<file path="src/rtl/receptor_ps2_filtrado_pkg.sv">
// rtl/receptor_ps2_filtrado_pkg.sv - shared constants and state encodings for the PS/2 receiver
package receptor_ps2_filtrado_pkg;

  localparam logic [7:0] BREAK_CODE     = 8'hF0;
  localparam logic [7:0] EXT_CODE       = 8'hE0;
  localparam int         TIMEOUT_CYCLES = 100_000;
  localparam int         FILTER_LEN     = 8;

  typedef enum logic [1:0] {
    FR_IDLE = 2'd0,
    FR_DPS  = 2'd1,
    FR_LOAD = 2'd2
  } frame_state_t;

  typedef enum logic {
    FI_ESPERA = 1'b0,
    FI_ROMPE  = 1'b1
  } filt_state_t;

  // bits = {stop, parity, data[7:0]}; valid when data+parity has odd weight and stop is high
  function automatic logic frame_ok(input logic [9:0] bits);
    return (^bits[8:0]) & bits[9];
  endfunction

endpackage

</file>
<file path="src/rtl/ps2_rx_frame.sv">
// rtl/ps2_rx_frame.sv - PS/2 line synchroniser, clock glitch filter and 11-bit frame receiver
module ps2_rx_frame
  import receptor_ps2_filtrado_pkg::*;
#(
  parameter int TIMEOUT = TIMEOUT_CYCLES
) (
  input  logic       clk_i,
  input  logic       reset_i,
  input  logic       ps2c_i,
  input  logic       ps2d_i,
  input  logic       rx_en_i,
  output logic [7:0] rx_byte_o,
  output logic       rx_done_tick_o,
  output logic       error_paridad_o
);

  localparam int TW = $clog2(TIMEOUT);

  logic [1:0]            c_sync_q, d_sync_q;
  logic [FILTER_LEN-1:0] filt_sr_q, filt_sr_d;
  logic                  filt_q, filt_d;
  frame_state_t          state_q, state_d;
  logic [3:0]            n_q, n_d;
  logic [9:0]            b_q, b_d;
  logic [TW-1:0]         tmr_q, tmr_d;
  logic                  fall_edge, d_s;

  always_ff @(posedge clk_i or posedge reset_i) begin
    if (reset_i) begin
      c_sync_q  <= '1;
      d_sync_q  <= '1;
      filt_sr_q <= '1;
      filt_q    <= 1'b1;
      state_q   <= FR_IDLE;
      n_q       <= '0;
      b_q       <= '0;
      tmr_q     <= '0;
    end else begin
      c_sync_q  <= {c_sync_q[0], ps2c_i};
      d_sync_q  <= {d_sync_q[0], ps2d_i};
      filt_sr_q <= filt_sr_d;
      filt_q    <= filt_d;
      state_q   <= state_d;
      n_q       <= n_d;
      b_q       <= b_d;
      tmr_q     <= tmr_d;
    end
  end

  // Filtered clock only changes once the whole window agrees, otherwise it holds
  always_comb begin
    filt_sr_d = {c_sync_q[1], filt_sr_q[FILTER_LEN-1:1]};
    filt_d    = filt_q;
    if (&filt_sr_d)       filt_d = 1'b1;
    else if (~|filt_sr_d) filt_d = 1'b0;
  end

  assign fall_edge = filt_q & ~filt_d;
  assign d_s       = d_sync_q[1];

  always_comb begin
    state_d = state_q;
    n_d     = n_q;
    b_d     = b_q;
    tmr_d   = tmr_q;
    case (state_q)
      FR_IDLE: begin
        if (fall_edge && rx_en_i && !d_s) begin
          state_d = FR_DPS;
          n_d     = 4'd9;
          tmr_d   = '0;
        end
      end
      FR_DPS: begin
        if (fall_edge) begin
          b_d   = {d_s, b_q[9:1]};
          tmr_d = '0;
          if (n_q == 4'd0) state_d = FR_LOAD;
          else             n_d     = n_q - 4'd1;
        end else if (tmr_q == TW'(TIMEOUT - 1)) begin
          state_d = FR_IDLE;
          n_d     = '0;
          tmr_d   = '0;
        end else begin
          tmr_d = tmr_q + 1'b1;
        end
      end
      FR_LOAD: state_d = FR_IDLE;
      default: state_d = FR_IDLE;
    endcase
  end

  always_comb begin
    rx_done_tick_o  = 1'b0;
    error_paridad_o = 1'b0;
    if (state_q == FR_LOAD) begin
      if (frame_ok(b_q)) rx_done_tick_o  = 1'b1;
      else               error_paridad_o = 1'b1;
    end
  end

  assign rx_byte_o = b_q[7:0];

endmodule

</file>
<file path="src/rtl/receptor_ps2_filtrado.sv">
// rtl/receptor_ps2_filtrado.sv - PS/2 keyboard receiver that reports only released (break-code) keys
module receptor_ps2_filtrado
  import receptor_ps2_filtrado_pkg::*;
#(
  parameter int TIMEOUT = TIMEOUT_CYCLES
) (
  input  logic       clk,
  input  logic       reset,
  input  logic       ps2c,
  input  logic       ps2d,
  input  logic       rx_en,
  output logic [7:0] Dato_rx,
  output logic       filtro_enable,
  output logic       rx_done_tick,
  output logic       error_paridad
);

  logic [7:0]  rx_byte;
  filt_state_t fst_q, fst_d;
  logic [7:0]  dato_q, dato_d;
  logic        fen_q, fen_d;

  ps2_rx_frame #(.TIMEOUT(TIMEOUT)) u_frame (
    .clk_i           (clk),
    .reset_i         (reset),
    .ps2c_i          (ps2c),
    .ps2d_i          (ps2d),
    .rx_en_i         (rx_en),
    .rx_byte_o       (rx_byte),
    .rx_done_tick_o  (rx_done_tick),
    .error_paridad_o (error_paridad)
  );

  always_ff @(posedge clk or posedge reset) begin
    if (reset) begin
      fst_q  <= FI_ESPERA;
      dato_q <= 8'h00;
      fen_q  <= 1'b0;
    end else begin
      fst_q  <= fst_d;
      dato_q <= dato_d;
      fen_q  <= fen_d;
    end
  end

  // Extended prefixes and repeated break codes keep ROMPE waiting for the real key
  always_comb begin
    fst_d  = fst_q;
    dato_d = dato_q;
    fen_d  = 1'b0;
    if (error_paridad) begin
      fst_d = FI_ESPERA;
    end else if (rx_done_tick) begin
      case (fst_q)
        FI_ESPERA: if (rx_byte == BREAK_CODE) fst_d = FI_ROMPE;
        FI_ROMPE: begin
          if (rx_byte != EXT_CODE && rx_byte != BREAK_CODE) begin
            dato_d = rx_byte;
            fen_d  = 1'b1;
            fst_d  = FI_ESPERA;
          end
        end
        default: fst_d = FI_ESPERA;
      endcase
    end
  end

  always_comb begin
    Dato_rx       = dato_q;
    filtro_enable = fen_q;
  end

endmodule

</file>
<file path="config.mk">
export PLATFORM = sky130hd
export DESIGN_NAME = receptor_ps2_filtrado
export DESIGN_NICKNAME = d
export VERILOG_FILES = /design/src/rtl/receptor_ps2_filtrado_pkg.sv /design/src/rtl/ps2_rx_frame.sv /design/src/rtl/receptor_ps2_filtrado.sv
export SDC_FILE = /design/constraint.sdc
export NUM_CORES = 1
export LEC_CHECK = 0
export BUFFER_PORTS_ARGS = -buffer_cell sky130_fd_sc_hd__buf_2
export CORE_MARGIN = 2
export CORE_UTILIZATION = 40
export CTS_CLUSTER_SIZE = 30
export DETAILED_ROUTE_END_ITERATION = 10
export PLACE_DENSITY = 0.61
export SETUP_SLACK_MARGIN = 0.2
export SLEW_MARGIN = 20
export SYNTH_ARGS = -nofsm -noshare
export SYNTH_HDL_FRONTEND = slang
export SYNTH_SLANG_ARGS = --single-unit
</file>
<file path="constraint.sdc">
create_clock -name clk -period 1.8 [get_ports clk]
set_input_delay 0.27 -clock clk [delete_from_list [all_inputs] [get_ports clk]]
set_output_delay 0.27 -clock clk [all_outputs]
set_load 0.1 [all_outputs]
</file>
==> impl_metrics.yaml, run 1 <==
grt:
  grt_overflow_total: 0
  pin_count_of_the_biggest_net_entering_global_routing: 27
  track_usage_pct: 17.0
  global_route_wire_length_before_repair_mm: 10.0
  first_global_vias: 2107
  number_of_antenna_violations_at_the_first_check_in_global_routing: 0
clock_tree:
  clock_tree.root_cell: "clkbuf_8"
  tritoncts_num_sinks: 55
  ctsLongestPathBuffers: 2
  postCtsHoldBufs: 0
  h-tree-depth: 2
  cts_buffers: 5
  tritoncts: "built"
  clk_transition_reported_paths_ns: 0.10
  clkLatencyLatePin_ns: 0.31
route:
  ant_nets: 0
  drt_first_iter_violations: 82
  routed_wire_length_per_instance_um: 15.3
  drt_first_pass_iters: 4
  remaining_drc_errors: 0
  route.final.wire_length_mm: 6.11
  post_drt_via_cell_ratio: 5.45
  dr_total_vias: 2169
floorplan:
  core_area_um2: 6680
  fp.dieArea_um2: 7480
  die_h_um: 86.5
  ios: 16
  row_count: 30
  die-width_um: 86.5
  start_util_pct: 40.7
place:
  placed_area_um2: 3300
  numPlacedInstances: 375
  finalWeightedCongestion: 0.788
  dp_slack_ns: -0.203
  io_buffer_count: 15
  detailedPlacementHpwl_mm: 4.11
run:
  max_cap_violations: 0
timing:
  tightest_slew_ns: 0.573
  fin_setup_tns_ns: -2.47
  setup_ws_ns: -0.491
  grt_setup_unrepaired: "true"
  hold_slack_ns: 0.00160
  final_max_slew_viol_count: 0
  relative_max_transition_margin_pct: 61.8
  setup-violations-final: 11
  fin_skew_ns: 0.00751
  max_freq_ghz: 0.437
  timing_hold_violations_final: 0
  layout_min_cycle_time_ns: 2.29
  final.period_utilization_pct: 127
synth:
  synth.yosys.warnings: 0
  synth.avg_cell_area_um2: 11.1
  dominantRegCellSynth: "dfrtp_1"
  syn-cell-area_um2: 2720
  synthesis.instances: 246
  proportion_of_synthesized_chip_area_in_sequential_cells_pct: 51.1
  synth_nets: 259
  ys_seq_elements: 55
  postSynth.asyncResetShare_pct: 100
  number_of_synthesized_flops_with_an_enable_pin: 0
  yosys.cell_types.count: 51
critical_path:
  crit_arrival_ns: 2.02
  worst-setup-path-type: "reg2out"
  ff2ff_path_depth: 6
  worst_setup_path_start_kind: "flop"
  rr_startpoint: "u_frame.b_q[5]"
  worst_ep_required_time_ns: 1.53
  regToRegEndpoint: "Dato_rx[6]"
  path_max_fanout: 2
  cp-end-kind: "output port"
  regToRegSetupSlack_ns: -0.20
final_layout:
  antenna_cells_inserted: 0
  design.final.nets: 330
  layout_cells_sized_above_1_pct: 48.1
  finish.utilization_pct: 56.9
  final_design_area_no_fill_um2: 3800
  instances_no_fill: 398
  area.growth.synth_to_final_pct: 39.7
  final_cell_mix: "buf_4, dfrtp_1, nand2_1"
  layout_commonest_cell: "buf_4"
power:
  vdd_drop_max_v: 0.000524
  power-per-cell-area_nw_per_um2: 753
  total_power_mw: 2.86
  cellLeakagePower_nw: 1.71
hold_path:
  hold_path.class: "in2async"
run_status:
  run_status: "complete, but fails checks"
  violations_in_the_final_reports: "negative setup slack"
-- worst max-delay path, cell delays in order (launching register included) --
cell     delay (ns)
dfrtp_1        0.42
ha_4           0.25
xnor3_1        0.36
xnor2_2        0.17
buf_4          0.15
nand2_4        0.06
nor2_4         0.11
buf_12         0.18
-- logic make-up after synthesis --
| kind of cell | Yosys count | share of synthesized area [%] |
|---|---|---|
| mux | 15 | 6.30 |
| flops | 55 | 51.1 |
| simple gates | 89 | 20.5 |
| buf+inv | 26 | 4.37 |
| compound gates | 47 | 11.6 |
| fa+ha+maj | 8 | 3.68 |
| xor+xnor | 6 | 2.44 |
-- cell type report --
class                           count  area, µm²
Multi-Input combinational cell    165       1510
Clock buffer                        6       93.8
Inverter                           16       72.6
Tap cell                           80        100
Timing Repair Buffer               74        623
Sequential cell                    55       1390
Fill cell                         574       2880
Clock inverter                      2       13.8
-- per-layer routing --
metal  share of wire [%]  global-route usage, %  vias to the layer above
li1                    -                      -                     1057
met1                  46                   23.1                     1080
met2                  50                   27.3                       24
met3                 2.1                   3.05                        8
met4                 1.4                   6.25                        0
met5                   0                      0                        -
-- flip-flops by register name, summed over array words and instances (netlist names) --
signal             cells
u_frame.filt_sr_q      7
filtro_enable          1
u_frame.state_q        2
u_frame.n_q            4
u_frame.filt_q         1
Dato_rx                8
u_frame.d_sync_q       2
u_frame.c_sync_q       2
u_frame.tmr_q         17
fst_q                  1
u_frame.b_q           10
-- Yosys cell counts (2+ instances only) --
| cell type | count | share of area, % |
|---|---|---|
| and3_1 | 10 | 2.3 |
| nor3_1 | 3 | 0.55 |
| a31oi_2 | 2 | 0.92 |
| a31oi_1 | 6 | 1.4 |
| inv_1 | 16 | 2.2 |
| nor4_4 | 2 | 1.6 |
| mux2_2 | 13 | 5.4 |
| nand2b_1 | 3 | 0.69 |
| a21oi_1 | 5 | 0.92 |
| nand4_1 | 10 | 2.3 |
| o211ai_1 | 2 | 0.55 |
| nand4b_1 | 2 | 0.64 |
| dfrtp_1 | 43 | 40 |
| nand4_2 | 2 | 0.92 |
| a32o_1 | 2 | 0.74 |
| xor2_1 | 2 | 0.64 |
| nand2_1 | 23 | 3.2 |
| nor3b_1 | 2 | 0.55 |
| nor4bb_1 | 2 | 0.74 |
| dfstp_2 | 12 | 12 |
| clkbuf_1 | 3 | 0.41 |
| xnor2_1 | 3 | 0.97 |
| nor2b_1 | 3 | 0.69 |
| or3_1 | 3 | 0.69 |
| and4_1 | 5 | 1.6 |
| nand3_1 | 9 | 1.7 |
| o22ai_1 | 4 | 0.92 |
| buf_2 | 5 | 0.92 |
| nor2_1 | 4 | 0.55 |
| ha_1 | 8 | 3.7 |
| o21ai_0 | 14 | 2.6 |
| o31ai_1 | 3 | 0.83 |
| buf_6 | 2 | 0.83 |
-- where the power goes --
| part | leakage [nW] | internal (mW) | switching [mW] |
|---|---|---|---|
| sequential | 0.659 | 1.37 | 0.130 |
| clock | 0.0563 | 0.359 | 0.417 |
| combinational | 0.998 | 0.295 | 0.291 |
-- worst max-delay path by stage --
| stage | from | end | slack (ns) |
|---|---|---|---|
| 2_1_floorplan | u_frame.b_q[6] | rx_done_tick | -0.37 |
| 3_3_place_gp | u_frame.b_q[6] | rx_done_tick | -0.19 |
| 3_5_place_dp | u_frame.b_q[6] | Dato_rx[6] | -0.20 |
| 4_1_cts | u_frame.b_q[6] | rx_done_tick | -0.55 |
| 5_1_grt | u_frame.b_q[4] | rx_done_tick | -0.59 |
| 6_report | u_frame.b_q[5] | rx_done_tick | -0.49 |
-- what timing repair did --
item                                    CTS  global route
pin swaps                                 9            20
cloned                                    0             0
gates resized for setup                  20            38
setup buffers                             7             8
endpoints found under the setup margin   36            38
(Power assumes the default switching activity.)
==> inputs of run 2 (changes only) <==
--- a/config.mk
+++ b/config.mk
@@ -15,4 +15,5 @@
 export SLEW_MARGIN = 20
 export SYNTH_ARGS = -nofsm -noshare
 export SYNTH_HDL_FRONTEND = slang
+export SYNTH_HIERARCHICAL = 1
 export SYNTH_SLANG_ARGS = --single-unit
==> run 2 against run 1 <==
The flow still finishes with violations (negative setup slack). Worst setup slack worse by 0.19 ns. Combinational power is 36% lower. Utilization is 2.9 points higher. Clock power is 25% higher. Clock skew is 0.0019 ns lower. Final cell count is 4.0% higher. Count of clock-buffer cells in the layout stayed put. Synthesized area is 0.37% higher. Register-to-register slack worse by 0.42 ns. Wire length is 5.5% higher. Critical endpoint is now error_paridad. Largest cell class unchanged. Largest power group unchanged.
==> impl_metrics.yaml, run 2 <==
route:
  drt_first_iter_violations: 74
  drt_first_pass_iters: 4
  ant_nets: 0
  post_drt_via_cell_ratio: 5.34
  routed_wire_length_per_instance_um: 15.6
  remaining_drc_errors: 0
  route.final.wire_length_mm: 6.44
  dr_total_vias: 2211
final_layout:
  finish.utilization_pct: 59.8
  largest_reg_flops: 17
  layout_cells_sized_above_1_pct: 53.9
  antenna_cells_inserted: 0
  largest-register: "u_frame/tmr_q"
  n_fill_cell: 536
  final_design_area_no_fill_um2: 4000
  register_area_um2: 1390
  layout_commonest_cell: "buf_4"
  instances_no_fill: 414
  design.final.nets: 340
  final_cell_mix: "buf_4, dfrtp_1, nand2_1"
  area.growth.synth_to_final_pct: 46.4
  multi_input_area_um2: 1510
clock_tree:
  h-tree-depth: 2
  clk_transition_reported_paths_ns: 0.10
  tritoncts_num_sinks: 55
  ctsLongestPathBuffers: 2
  cts_buffers: 5
  clock_tree.root_cell: "clkbuf_8"
  clkLatencyLatePin_ns: 0.31
  tritoncts: "built"
timing:
  layout_min_cycle_time_ns: 2.48
  setup_ws_ns: -0.679
  setup-violations-final: 37
  timing_hold_violations_final: 0
  tightest_slew_ns: 0.561
  relative_max_transition_margin_pct: 62.6
  final_max_slew_viol_count: 0
  fin_skew_ns: 0.00557
  max_freq_ghz: 0.403
  final.period_utilization_pct: 138
  grt_setup_unrepaired: "true"
critical_path:
  path_max_fanout: 2
  crit_arrival_ns: 2.21
  worst_ep_required_time_ns: 1.53
  worst_setup_path_start_kind: "flop"
  cp-end-kind: "output port"
  worst-setup-path-type: "reg2out"
power:
  power-per-cell-area_nw_per_um2: 680
  total_power_mw: 2.72
  cellLeakagePower_nw: 1.86
  vdd_drop_max_v: 0.000450
place:
  placed_area_um2: 3360
  detailedPlacementHpwl_mm: 4.00
  dp_slack_ns: -0.417
  finalWeightedCongestion: 0.810
  io_buffer_count: 15
  numPlacedInstances: 379
synth:
  netlist.area_leader.share_pct: 39.4
  synth_nets: 249
  proportion_of_synthesized_chip_area_in_sequential_cells_pct: 50.9
  cell_types_occupying_the_most_area_after_synthesis: "dfrtp_1, dfstp_2, mux2_2, nand2_1, buf_4"
  dominantRegCellSynth: "dfrtp_1"
  number_of_synthesized_flops_with_an_enable_pin: 0
  most_numerous_cell_types_in_the_synthesized_netlist: "dfrtp_1, nand2_1, dfstp_2, o21ai_0"
  synth.yosys.warnings: 6
  synth.largest_area_cell: "dfrtp_1"
  ys_seq_elements: 55
  postSynth.asyncResetShare_pct: 100
  synth.avg_cell_area_um2: 11.3
  yosysMostFrequentCell: "dfrtp_1"
  synthesis.instances: 242
  yosys.cell_types.count: 59
  syn-cell-area_um2: 2730
floorplan:
  start_util_pct: 40.9
  core_area_um2: 6680
  die_h_um: 86.6
  die-width_um: 86.6
  ios: 16
  fp.dieArea_um2: 7510
  row_count: 30
grt:
  global_route_wire_length_before_repair_mm: 10.3
  pin_count_of_the_biggest_net_entering_global_routing: 46
  track_usage_pct: 17.6
  grt_overflow_total: 0
  first_global_vias: 2139
  number_of_antenna_violations_at_the_first_check_in_global_routing: 0
run_status:
  violations_in_the_final_reports: "negative setup slack"
  run_status: "complete, but fails checks"
hold_path:
  hold_path.class: "in2reg"
run:
  max_cap_violations: 0
## run 2: cell count changes after synthesis, sizes merged, moves of 4 or more
cell / before / now
ha: 8 / 2
nor3: 3 / 7
inv: 16 / 10
nand4: 12 / 6
a22o: 1 / 5
and3: 10 / 4
and4: 5 / 1
buf: 7 / 12
a21o: 1 / 6
## run 2: cell families (layout without fill, tap and decap cells)
group / after synthesis / in the layout / share of synthesized area (%)
and+or+nand+nor: 83 / 85 / 18.7
AOI/OAI and AO/OA: 56 / 56 / 15.3
DFF: 55 / 55 / 50.9
buffers and inverters: 25 / 115 / 5.31
muxes: 14 / 14 / 6.05
xor gates and xnor gates: 7 / 7 / 2.75
adders and majority gates: 2 / 2 / 0.916
## run 2: final timing paths
kind                                      from                  end  slack [ns]  cells past startpoint
setup / recovery                u_frame/b_q[5]        error_paridad       -0.68                      8
hold / removal                            ps2c  u_frame/c_sync_q[0]        0.04                      1
setup reg to reg                u_frame/b_q[5]           Dato_rx[6]       -0.62                     10
hold reg to reg            u_frame/d_sync_q[0]  u_frame/d_sync_q[1]        0.36                      0
max in group asynchronous                reset  u_frame/d_sync_q[0]        0.77                      4
min in group asynchronous                reset        filtro_enable        0.47                      3
## run 2: where the power goes
part	internal (mW)	switching (mW)	total (mW)
sequential	1.32	0.0502	1.37
combinational	0.174	0.203	0.377
clock	0.556	0.410	0.967
## run 2: critical path: stages, from the launching register on
cell and delay, ns:
dfrtp_1 0.40, xnor2_1 0.16, xnor3_1 0.42, xnor2_1 0.14, and2_4 0.16, nor3b_4 0.20, buf_4 0.15, buf_6 0.09
buf_12 0.16
## run 2: stage by stage
stage | TNS, ns | hold slack (ns)
6_report | -10.58 | 0.0424
5_1_grt | -12.96 | 0.0171
4_1_cts | -8.38 | 0.0334
3_5_place_dp | -6.69 | 0.266
2_1_floorplan | -11.75 | 0.110
3_3_place_gp | -5.43 | 0.270
## run 2: timing repair
| action | CTS | global route |
|---|---|---|
| setup endpoints to repair | 44 | 44 |
| hold buffers | 1 | 0 |
| gates cloned | 2 | 1 |
| hold endpoints to repair | 10 | 0 |
| gates resized for setup | 46 | 18 |
| pin swaps | 25 | 20 |
| buffers inserted | 14 | 9 |
## run 2: cell type report
| class | count | share of cell area, % |
|---|---|---|
| clock buffers | 6 | 1.82 |
| inverters | 10 | 0.939 |
| flip-flops and latches | 55 | 34.8 |
| repair buffers | 97 | 20.7 |
| clock inverters | 2 | 1.50 |
| well taps | 80 | 2.50 |
| multi-input cells | 164 | 37.7 |
## run 2: per-layer routing
layer | global-route usage [%] | part of all wire [%]
met5 | 0 | 0
met4 | 4.69 | 1.2
met3 | 4.48 | 3.0
met2 | 29.6 | 51
met1 | 22.6 | 45
==> inputs of run 3 (changes only) <==
--- a/config.mk
+++ b/config.mk
@@ -5,13 +5,13 @@
 export SDC_FILE = /design/constraint.sdc
 export NUM_CORES = 1
 export LEC_CHECK = 0
-export BUFFER_PORTS_ARGS = -buffer_cell sky130_fd_sc_hd__buf_2
 export CORE_MARGIN = 2
 export CORE_UTILIZATION = 40
 export CTS_CLUSTER_SIZE = 30
 export DETAILED_ROUTE_END_ITERATION = 10
-export PLACE_DENSITY = 0.61
-export SETUP_SLACK_MARGIN = 0.2
+export DONT_BUFFER_PORTS = 1
+export PLACE_DENSITY = 0.59
+export RECOVER_POWER = 25
 export SLEW_MARGIN = 20
 export SYNTH_ARGS = -nofsm -noshare
 export SYNTH_HDL_FRONTEND = slang
==> run 3 against run 2 <==
The flow still finishes with violations (negative setup slack). Utilization decreased by 0.15 points. Largest power group unchanged. Flip-flop and latch count unchanged. Wire length increased by 2.3%. Worst setup slack improved by 0.11 ns. First-iteration DRC count increased by 45%. Power decreased by 8.8%. Maximum frequency increased by 4.7%.
==> impl_metrics.yaml, run 3 (synthesis gave the netlist of run 2 again) <==
timing:
  tightest_slew_ns: 0.572
  max_freq_ghz: 0.422
  setup_ws_ns: -0.568
  fin_setup_tns_ns: -8.78
  final_max_slew_viol_count: 0
  relative_max_transition_margin_pct: 61.8
  fin_skew_ns: 0.00953
  setup-violations-final: 40
  grt_setup_unrepaired: "true"
  final.period_utilization_pct: 132
  timing_hold_violations_final: 0
  layout_min_cycle_time_ns: 2.37
final_layout:
  register_area_um2: 1390
  antenna_cells_inserted: 0
  layout_cells_sized_above_1_pct: 51.8
  final_design_area_no_fill_um2: 3990
  area.growth.synth_to_final_pct: 46.0
  largest-register: "u_frame/tmr_q"
  multi_input_area_um2: 1440
  largest_reg_flops: 17
  n_fill_cell: 532
  final_cell_mix: "buf_4, dfrtp_1, nand2_1"
  design.final.nets: 342
  layout_commonest_cell: "buf_4"
critical_path:
  cp-end-kind: "output port"
  path_max_fanout: 4
  max_stage_delay_ns: 0.42
  worst_path_max_delay_cell: "xnor3_1"
  cp_top_family: "XOR/XNOR gates"
  chain_of_cells_forming_the_critical_path: "xnor2_1 > xnor3_1 > xnor2_1 > and2_4 > and3b_4 > buf_6 > buf_12"
  crit_arrival_ns: 2.10
  worst_ep_required_time_ns: 1.53
  worst-setup-path-type: "reg2out"
  path_buf_inv: 2
  worst_setup_path_start_kind: "flop"
  cpMostUsedCell: "xnor2_1"
place:
  detailedPlacementHpwl_mm: 4.11
  io_buffer_count: 0
  finalWeightedCongestion: 0.797
  placed_area_um2: 3400
route:
  route.final.wire_length_mm: 6.59
  drt_first_iter_violations: 107
  post_drt_via_cell_ratio: 5.29
  drt_first_pass_iters: 4
  remaining_drc_errors: 0
  dr_total_vias: 2201
  ant_nets: 0
  routed_wire_length_per_instance_um: 15.8
power:
  internal_power_mw: 1.80
  p_sw_share_pct: 27.3
  power-per-cell-area_nw_per_um2: 622
  netSwitchingPower_mw: 0.676
  pwr-share-seq_pct: 55.9
  cellLeakagePower_nw: 1.84
  power.share.combinational_pct: 15.7
  clock_power_share_pct: 28.3
  vdd_drop_max_v: 0.000480
clock_tree:
  clock_tree.root_cell: "clkbuf_8"
  cts_buffers: 5
  clkLatencyLatePin_ns: 0.31
  clk_transition_reported_paths_ns: 0.10
  tritoncts_num_sinks: 55
  ctsLongestPathBuffers: 2
  tritoncts: "built"
  h-tree-depth: 2
floorplan:
  row_count: 30
  ios: 16
  core_area_um2: 6680
  fp.dieArea_um2: 7510
  start_util_pct: 40.9
  die_h_um: 86.6
  die-width_um: 86.6
grt:
  first_global_vias: 2228
  grt_overflow_total: 0
  track_usage_pct: 17.7
  global_route_wire_length_before_repair_mm: 10.3
  pin_count_of_the_biggest_net_entering_global_routing: 46
  number_of_antenna_violations_at_the_first_check_in_global_routing: 0
run_status:
  run_status: "complete, but fails checks"
  violations_in_the_final_reports: "negative setup slack"
hold_path:
  hold_path.class: "reg2reg"
run:
  max_cap_violations: 0
## run 3: cell types whose count changed in the layout (fill, tap and decap cells not counted), sizes merged
cell and delta:
inv +2, nand2 -1, bufinv -2, clkbuf +1, dlygate4sd3 +2
## run 3: path summary, 6_finish.rpt
check / startpoint / to / slack, ns / cells after the start
worst max-delay path: u_frame/b_q[5] / rx_done_tick / -0.57 / 7
worst min-delay path: u_frame/d_sync_q[0] / u_frame/d_sync_q[1] / 0.37 / 0
worst max register to register: u_frame/b_q[5] / Dato_rx[6] / -0.54 / 9
worst min register to register: u_frame/d_sync_q[0] / u_frame/d_sync_q[1] / 0.37 / 0
max in group asynchronous: reset / u_frame/d_sync_q[1] / 0.82 / 3
min in group asynchronous: reset / filtro_enable / 0.41 / 2
## run 3: per-layer routing
layer / vias up / track usage (%) / wire length [µm] / part of all wire (%)
met5: - / 0 / 0 / 0
met1: 1077 / 22.7 / 2970 / 45
met4: 0 / 5.82 / 49 / 0.74
met2: 40 / 30.0 / 3370 / 51
li1: 1080 / - / - / -
met3: 4 / 3.24 / 197 / 3.0
## run 3: area by class of cell
class | instances | share of cell area, %
multi-input combinational | 163 | 36.2
sequential | 55 | 34.9
timing repair buffer | 100 | 23.3
tap | 80 | 2.51
clock buffer | 6 | 1.82
inverter | 10 | 0.941
clock inverter | 2 | 0.377
## run 3: worst reg2reg max path, cell delays in order, from the launching register on
cell and delay, ns:
dfrtp_1 0.40, xnor2_1 0.16, xnor3_1 0.42, xnor2_1 0.15, and2_4 0.17, and3b_4 0.20, buf_6 0.10, nand3b_4 0.08
a31o_4 0.25, mux2_4 0.29
## run 3: power groups by stage
stage / Clock (mW) / Sequential, mW / Combinational (mW)
after floorplan: 0 / 1.41 / 0.169
after global placement: 0 / 1.40 / 0.340
after detailed placement: 0 / 1.41 / 0.347
after CTS: 0.724 / 1.39 / 0.363
after global routing: 0.766 / 1.40 / 0.428
final: 0.703 / 1.39 / 0.389
## run 3: stage by stage
step,std cells,hold WS (ns),total power [mW],util (%),setup slack (ns)
4_1_cts,407,0.367,2.47,56.9,-0.581
5_1_grt,416,0.376,2.59,59.7,-0.652
3_3_place_gp,379,0.147,1.74,50.8,-0.401
3_5_place_dp,379,0.160,1.75,50.8,-0.423
2_1_floorplan,242,0.110,1.58,-,-1.21
6_report,416,0.371,2.48,59.7,-0.568
## run 3: what timing repair did
item,in CTS,in global routing
endpoints found under the hold margin,45,0
setup buffers,17,12
setup endpoints to repair,42,44
pin swaps,18,13
hold buffers,3,0
cloned,2,1
resized for setup,34,26
